<file path="src/rtl/button_debouncer.sv">
// rtl/button_debouncer.sv - per-channel pushbutton synchroniser, debouncer and press/release pulse generator
//
// Purpose:
//   Each raw button channel passes through a 2-flop synchroniser and is then
//   qualified by its own stable-time counter and 4-state FSM (IDLE,
//   PRESS_WAIT, PRESSED, RELEASE_WAIT). A new level is accepted only after it
//   has been seen for STABLE_CYCLES consecutive synchronised cycles.
//   The debounced level and single-cycle press/release strobes are all
//   registered.
//
// Optional feature (macro DEBOUNCE_AUTO_REPEAT_EN):
//   Adds a per-channel hold counter that, while PRESSED, re-issues
//   press_pulse after HOLD_CYCLES and then every REPEAT_CYCLES. Without the
//   macro the hold counters do not exist and there is exactly one
//   press_pulse per qualified press.
//
// Ports:
//   clk           in   system clock, rising edge
//   rst           in   synchronous active-high reset
//   btn_raw       in   [N_BTN] raw asynchronous button levels, 1 = pressed
//   btn_level     out  [N_BTN] debounced level
//   press_pulse   out  [N_BTN] 1-cycle strobe on qualified press (and repeats)
//   release_pulse out  [N_BTN] 1-cycle strobe on qualified release

module button_debouncer #(
  parameter int N_BTN         = 3,
  parameter int STABLE_CYCLES = 1000000,
  parameter int HOLD_CYCLES   = 50000000,
  parameter int REPEAT_CYCLES = 10000000
) (
  input  logic             clk,
  input  logic             rst,
  input  logic [N_BTN-1:0] btn_raw,
  output logic [N_BTN-1:0] btn_level,
  output logic [N_BTN-1:0] press_pulse,
  output logic [N_BTN-1:0] release_pulse
);

  localparam int            CW       = $clog2(STABLE_CYCLES + 1);
  localparam logic [CW-1:0] CNT_LAST = CW'(STABLE_CYCLES - 1);
  localparam logic [CW-1:0] CNT_ONE  = CW'(1);

  // Parameter sanity: the repeat reload below assumes REPEAT_CYCLES <= HOLD_CYCLES.
  if (STABLE_CYCLES < 2 || REPEAT_CYCLES < 1 || REPEAT_CYCLES > HOLD_CYCLES) begin : g_param_check
    $error("button_debouncer: illegal STABLE/HOLD/REPEAT parameter combination");
  end

  typedef enum logic [1:0] {
    IDLE         = 2'd0,
    PRESS_WAIT   = 2'd1,
    PRESSED      = 2'd2,
    RELEASE_WAIT = 2'd3
  } state_e;

  logic [N_BTN-1:0] sync1_q, sync2_q;
  state_e           state_q [N_BTN];
  state_e           state_d [N_BTN];
  logic [CW-1:0]    cnt_q   [N_BTN];
  logic [CW-1:0]    cnt_d   [N_BTN];
  logic [N_BTN-1:0] level_q, level_d;
  logic [N_BTN-1:0] press_q, press_d;
  logic [N_BTN-1:0] release_q, release_d;

`ifdef DEBOUNCE_AUTO_REPEAT_EN
  localparam int            HW          = $clog2(HOLD_CYCLES + 1);
  localparam logic [HW-1:0] HOLD_LAST   = HW'(HOLD_CYCLES - 1);
  // After a repeat strobe the counter restarts REPEAT_CYCLES short of the
  // terminal value, so a single compare serves both first and later strobes.
  localparam logic [HW-1:0] HOLD_RELOAD = HW'(HOLD_CYCLES - REPEAT_CYCLES);

  logic [HW-1:0] hold_q [N_BTN];
  logic [HW-1:0] hold_d [N_BTN];
`endif

  // Next-state logic: every channel is evaluated independently.
  always_comb begin
    level_d   = level_q;
    press_d   = '0;
    release_d = '0;
    for (int i = 0; i < N_BTN; i++) begin
      state_d[i] = state_q[i];
      cnt_d[i]   = cnt_q[i];
`ifdef DEBOUNCE_AUTO_REPEAT_EN
      hold_d[i]  = hold_q[i];   // held (frozen) unless PRESSED updates it
`endif
      unique case (state_q[i])
        IDLE: begin
          if (sync2_q[i]) begin
            state_d[i] = PRESS_WAIT;
            cnt_d[i]   = CNT_ONE;
          end
        end
        PRESS_WAIT: begin
          if (!sync2_q[i]) begin
            state_d[i] = IDLE;
            cnt_d[i]   = '0;
          end else if (cnt_q[i] == CNT_LAST) begin
            // Terminal compare comes before the increment, so cnt never wraps.
            state_d[i] = PRESSED;
            cnt_d[i]   = '0;
            level_d[i] = 1'b1;
            press_d[i] = 1'b1;
`ifdef DEBOUNCE_AUTO_REPEAT_EN
            hold_d[i]  = '0;
`endif
          end else begin
            cnt_d[i] = cnt_q[i] + CNT_ONE;
          end
        end
        PRESSED: begin
          if (!sync2_q[i]) begin
            state_d[i] = RELEASE_WAIT;
            cnt_d[i]   = CNT_ONE;
          end
`ifdef DEBOUNCE_AUTO_REPEAT_EN
          else if (hold_q[i] == HOLD_LAST) begin
            press_d[i] = 1'b1;
            hold_d[i]  = HOLD_RELOAD;
          end else begin
            hold_d[i] = hold_q[i] + HW'(1);
          end
`endif
        end
        RELEASE_WAIT: begin
          if (sync2_q[i]) begin
            // Bounce back to PRESSED: no pulse, and the hold counter resumes
            // where it froze rather than restarting.
            state_d[i] = PRESSED;
            cnt_d[i]   = '0;
          end else if (cnt_q[i] == CNT_LAST) begin
            state_d[i]   = IDLE;
            cnt_d[i]     = '0;
            level_d[i]   = 1'b0;
            release_d[i] = 1'b1;
          end else begin
            cnt_d[i] = cnt_q[i] + CNT_ONE;
          end
        end
        default: begin
          state_d[i] = IDLE;
          cnt_d[i]   = '0;
        end
      endcase
    end
  end

  always_ff @(posedge clk) begin
    if (rst) begin
      sync1_q   <= '0;
      sync2_q   <= '0;
      level_q   <= '0;
      press_q   <= '0;
      release_q <= '0;
      for (int i = 0; i < N_BTN; i++) begin
        state_q[i] <= IDLE;
        cnt_q[i]   <= '0;
`ifdef DEBOUNCE_AUTO_REPEAT_EN
        hold_q[i]  <= '0;
`endif
      end
    end else begin
      sync1_q   <= btn_raw;
      sync2_q   <= sync1_q;
      level_q   <= level_d;
      press_q   <= press_d;
      release_q <= release_d;
      for (int i = 0; i < N_BTN; i++) begin
        state_q[i] <= state_d[i];
        cnt_q[i]   <= cnt_d[i];
`ifdef DEBOUNCE_AUTO_REPEAT_EN
        hold_q[i]  <= hold_d[i];
`endif
      end
    end
  end

  assign btn_level     = level_q;
  assign press_pulse   = press_q;
  assign release_pulse = release_q;

endmodule
</file>
<file path="config.mk">
export PLATFORM = sky130hd
export DESIGN_NAME = button_debouncer
export DESIGN_NICKNAME = d
export VERILOG_FILES = /design/src/rtl/button_debouncer.sv
export SDC_FILE = /design/constraint.sdc
export NUM_CORES = 1
export LEC_CHECK = 0
export CORE_ASPECT_RATIO = 2
export CORE_MARGIN = 4
export CORE_UTILIZATION = 55
export CTS_BUF_LIST = sky130_fd_sc_hd__clkbuf_16
export DETAILED_ROUTE_END_ITERATION = 8
export MAX_ROUTING_LAYER = met4
export PLACE_DENSITY = 0.84
export SYNTH_ARGS = -nofsm -noshare
export SYNTH_HDL_FRONTEND = slang
export SYNTH_SLANG_ARGS = --single-unit
export TNS_END_PERCENT = 5
</file>
<file path="constraint.sdc">
create_clock -name clk -period 1.8 [get_ports clk]
set_input_delay 0.18 -clock clk [delete_from_list [all_inputs] [get_ports clk]]
set_output_delay 0.18 -clock clk [all_outputs]
set_load 0.03 [all_outputs]
</file>
==> results.py <==
metrics = {
    "power": {
        "p_per_area_mw_per_mm2": 779,
        "p_leak_nw": 2.05,
        "ir_drop_uv": 833,
        "p_comb_frac": 0.125,
        "p_clk_frac": 0.446,
        "p_int_mw": 3.25,
        "swShare": 0.251,
        "seq_power_share": 0.429,
        "p_sw_mw": 1.09,
        "power.total_mw": 4.33,
    },
    "logic_synthesis": {
        "synth_ff_type": "dfxtp_1",
        "yosysSeqAreaShare": 0.385,
        "syn_area_per_cell_um2": 8.33,
        "synthArstFlopShare": 0,
        "synthesis.nets": 520,
        "yosys-top-cells-area": "dfxtp_1 38%, a21oi_1 4.2%, nand2_1 4.0%",
        "synth_edf_count": 0,
        "ys_ff_latch": 81,
        "netlist_area_mm2": 0.00421,
        "synth_area_leader_cell": "dfxtp_1",
        "synthCells": 506,
        "synth_top_area_share": 0.385,
        "yosysWarnings": 0,
        "synth_cell_types": 63,
    },
    "clocking": {
        "htreeDepth": 3,
        "cts_tree": "built",
        "cts_inserted_buffers": 9,
        "root_buffer": "clkbuf_16",
        "cts_buffer_depth": 2,
        "clkTransAtPathRegs_ns": 0.06,
        "cts.sinks": 81,
        "clk_latency_ns": 0.34,
    },
    "run_status": {
        "violations": "setup timing",
        "status": "complete, but fails checks",
    },
    "timing": {
        "setup-violations-final": 13,
        "skew_ns": 0.00577,
        "min_period_ns": 1.84,
        "worst_pin_slew_ns": 0.486,
        "whs_ns": 0.219,
        "setup_slack_ns": -0.0412,
        "slew_viol_final": 0,
        "rsz0062_at_grt": "yes",
        "finalSetupTns_ns": -0.172,
        "max_slew_margin": 0.675,
        "period_share": 1.02,
        "timing.fmax_ghz": 0.543,
        "hold_violations": 0,
    },
    "layout": {
        "n_fill_cell": 485,
        "final_cell_mix": "82 x buf_4, 71 x dfxtp_1, 42 x nand2_1",
        "area_growth_pct": 32.0,
        "finalInstanceArea_mm2": 0.00556,
        "fin_nets": 610,
        "post-route-util": 0.754,
        "antenna_cells": 0,
        "instances_no_fill": 693,
        "drive_above_1_share": 0.261,
        "mostFrequentLayoutCell": "buf_4",
    },
    "critical_path": {
        "ff2ff_path_depth": 7,
        "arrival_ns": 2.11,
        "r2r_slack_ns": -0.04,
        "path_cells": "buf_4 > nand4_1 > nor3_2 > buf_4 > nand3_1 > or4_1 > o21ai_1",
        "max_stage_delay_ns": 0.41,
        "startpoint_type": "flop",
        "crit_family": "simple AND/OR/NAND/NOR gates",
        "cp_data_required_time_ns": 2.07,
        "cp.depth": 7,
        "setup.worst_path.class": "flop to flop",
        "cp_max_fo": 5,
        "critPathSlowestCell": "or4_1",
        "path_buf_inv": 2,
        "critPathMostFrequentCell": "buf_4",
        "endpoint_kind": "flop",
    },
    "detailed_routing": {
        "first_pass_iters": 5,
        "drtAntennaViolNets": 0,
        "routed_wl_um": 12600,
        "wl_per_cell_um": 18.2,
        "drt_iter0_drc": 315,
        "vias": 4506,
        "drc": 0,
        "via_per_inst": 6.50,
    },
    "min_path": {
        "min_path_type": "input pin to flop",
        "holdPathStages": 2,
    },
    "floorplanning": {
        "io_pins": 14,
        "row_count": 44,
        "die_w_um": 69.9,
        "coreArea_mm2": 0.00738,
        "die_y_um": 132,
        "die_area_mm2": 0.00921,
        "start_util": 0.571,
    },
    "place": {
        "port_buffers": 13,
        "place_area_mm2": 0.00499,
        "gp_congestion": 0.891,
        "place_ws_ns": -0.174,
        "hpwl_um": 8010,
        "placed_cells": 668,
    },
    "global_routing": {
        "grt_overflow": 0,
        "antenna_found_initial": 0,
        "grt.busiest_layer": "met2",
        "grt_max_degree": 24,
        "grt_pass1_wl_um": 20500,
        "met1_usage": 0.273,
        "met2_usage": 0.488,
        "grt_pass1_vias": 4529,
        "track_usage": 0.277,
        "use_met3": 0.0672,
    },
    "flow_run": {
        "drv_cap": 0,
    },
}
repair_timing:
action | CTS | global route
setup endpoints to repair | 34 | 55
resized for setup | 16 | 33
hold buffers | 0 | 0
gates cloned | 1 | 0
hold endpoints to repair | 0 | 0
pin swaps | 6 | 10
buffers inserted | 4 | 4
routing by layer:
layer | vias up | share of wire
met5 | - | 0
met4 | 0 | 0.043
met3 | 66 | 0.052
met2 | 189 | 0.55
met1 | 2175 | 0.36
li1 | 2076 | -
worst paths after layout:
check | from | end
worst max-delay path | cnt_q[0][23] | cnt_q[0][39]
worst min-delay path | rst | cnt_q[0][30]
worst max register to register | cnt_q[0][23] | cnt_q[0][39]
worst min register to register | sync1_q[0] | sync2_q[0]
power by group through the flow:
stage	logic, mW	registers (mW)	clock network, mW
after global placement	0.428	1.89	0
after floorplan	0.244	1.90	0
after CTS	0.499	1.86	1.94
after detailed placement	0.450	1.90	0
after global routing	0.577	1.86	2.03
final	0.541	1.86	1.93
flip-flops by register name, summed over array words and instances, names as in the netlist, named ones only:
name	cells
btn_level	3
sync1_q	3
state_q	3
release_pulse	3
press_pulse	3
sync2_q	3
cnt_q	60
cells by family after synthesis:
kind of cell | count (synthesis) | synth area share
fa+ha+maj | 9 | 0.0267
compound gates | 110 | 0.170
flops | 81 | 0.385
buf+inv | 41 | 0.0401
simple gates | 244 | 0.333
mux | 3 | 0.00713
xor+xnor | 18 | 0.0392
Yosys cell counts (5+ instances only):
| cell type | instances |
|---|---|
| xnor2_1 | 10 |
| nor2b_1 | 10 |
| o21ai_0 | 19 |
| o211ai_1 | 5 |
| or4_1 | 9 |
| clkbuf_1 | 12 |
| ha_1 | 9 |
| a21oi_1 | 35 |
| a31oi_1 | 15 |
| nor3_1 | 18 |
| and4_1 | 9 |
| buf_2 | 6 |
| nand3_1 | 30 |
| nor4b_1 | 8 |
| and2_1 | 5 |
| a22o_1 | 5 |
| nor2_1 | 39 |
| nand4_1 | 24 |
| inv_1 | 20 |
| nand2_1 | 45 |
| a211oi_1 | 6 |
| dfxtp_1 | 81 |
| xor2_1 | 7 |
| and3_1 | 13 |
layout make-up:
cell class                 instances  area [µm²]  area share
multi-input combinational        385        2610       0.470
sequential                        81        1630       0.294
timing repair buffer              99         812       0.146
clock buffer                       9         225      0.0405
tap                               92         115      0.0207
clock inverter                     7        87.6      0.0157
inverter                          20        75.1      0.0135
(Power assumes the default switching activity.)
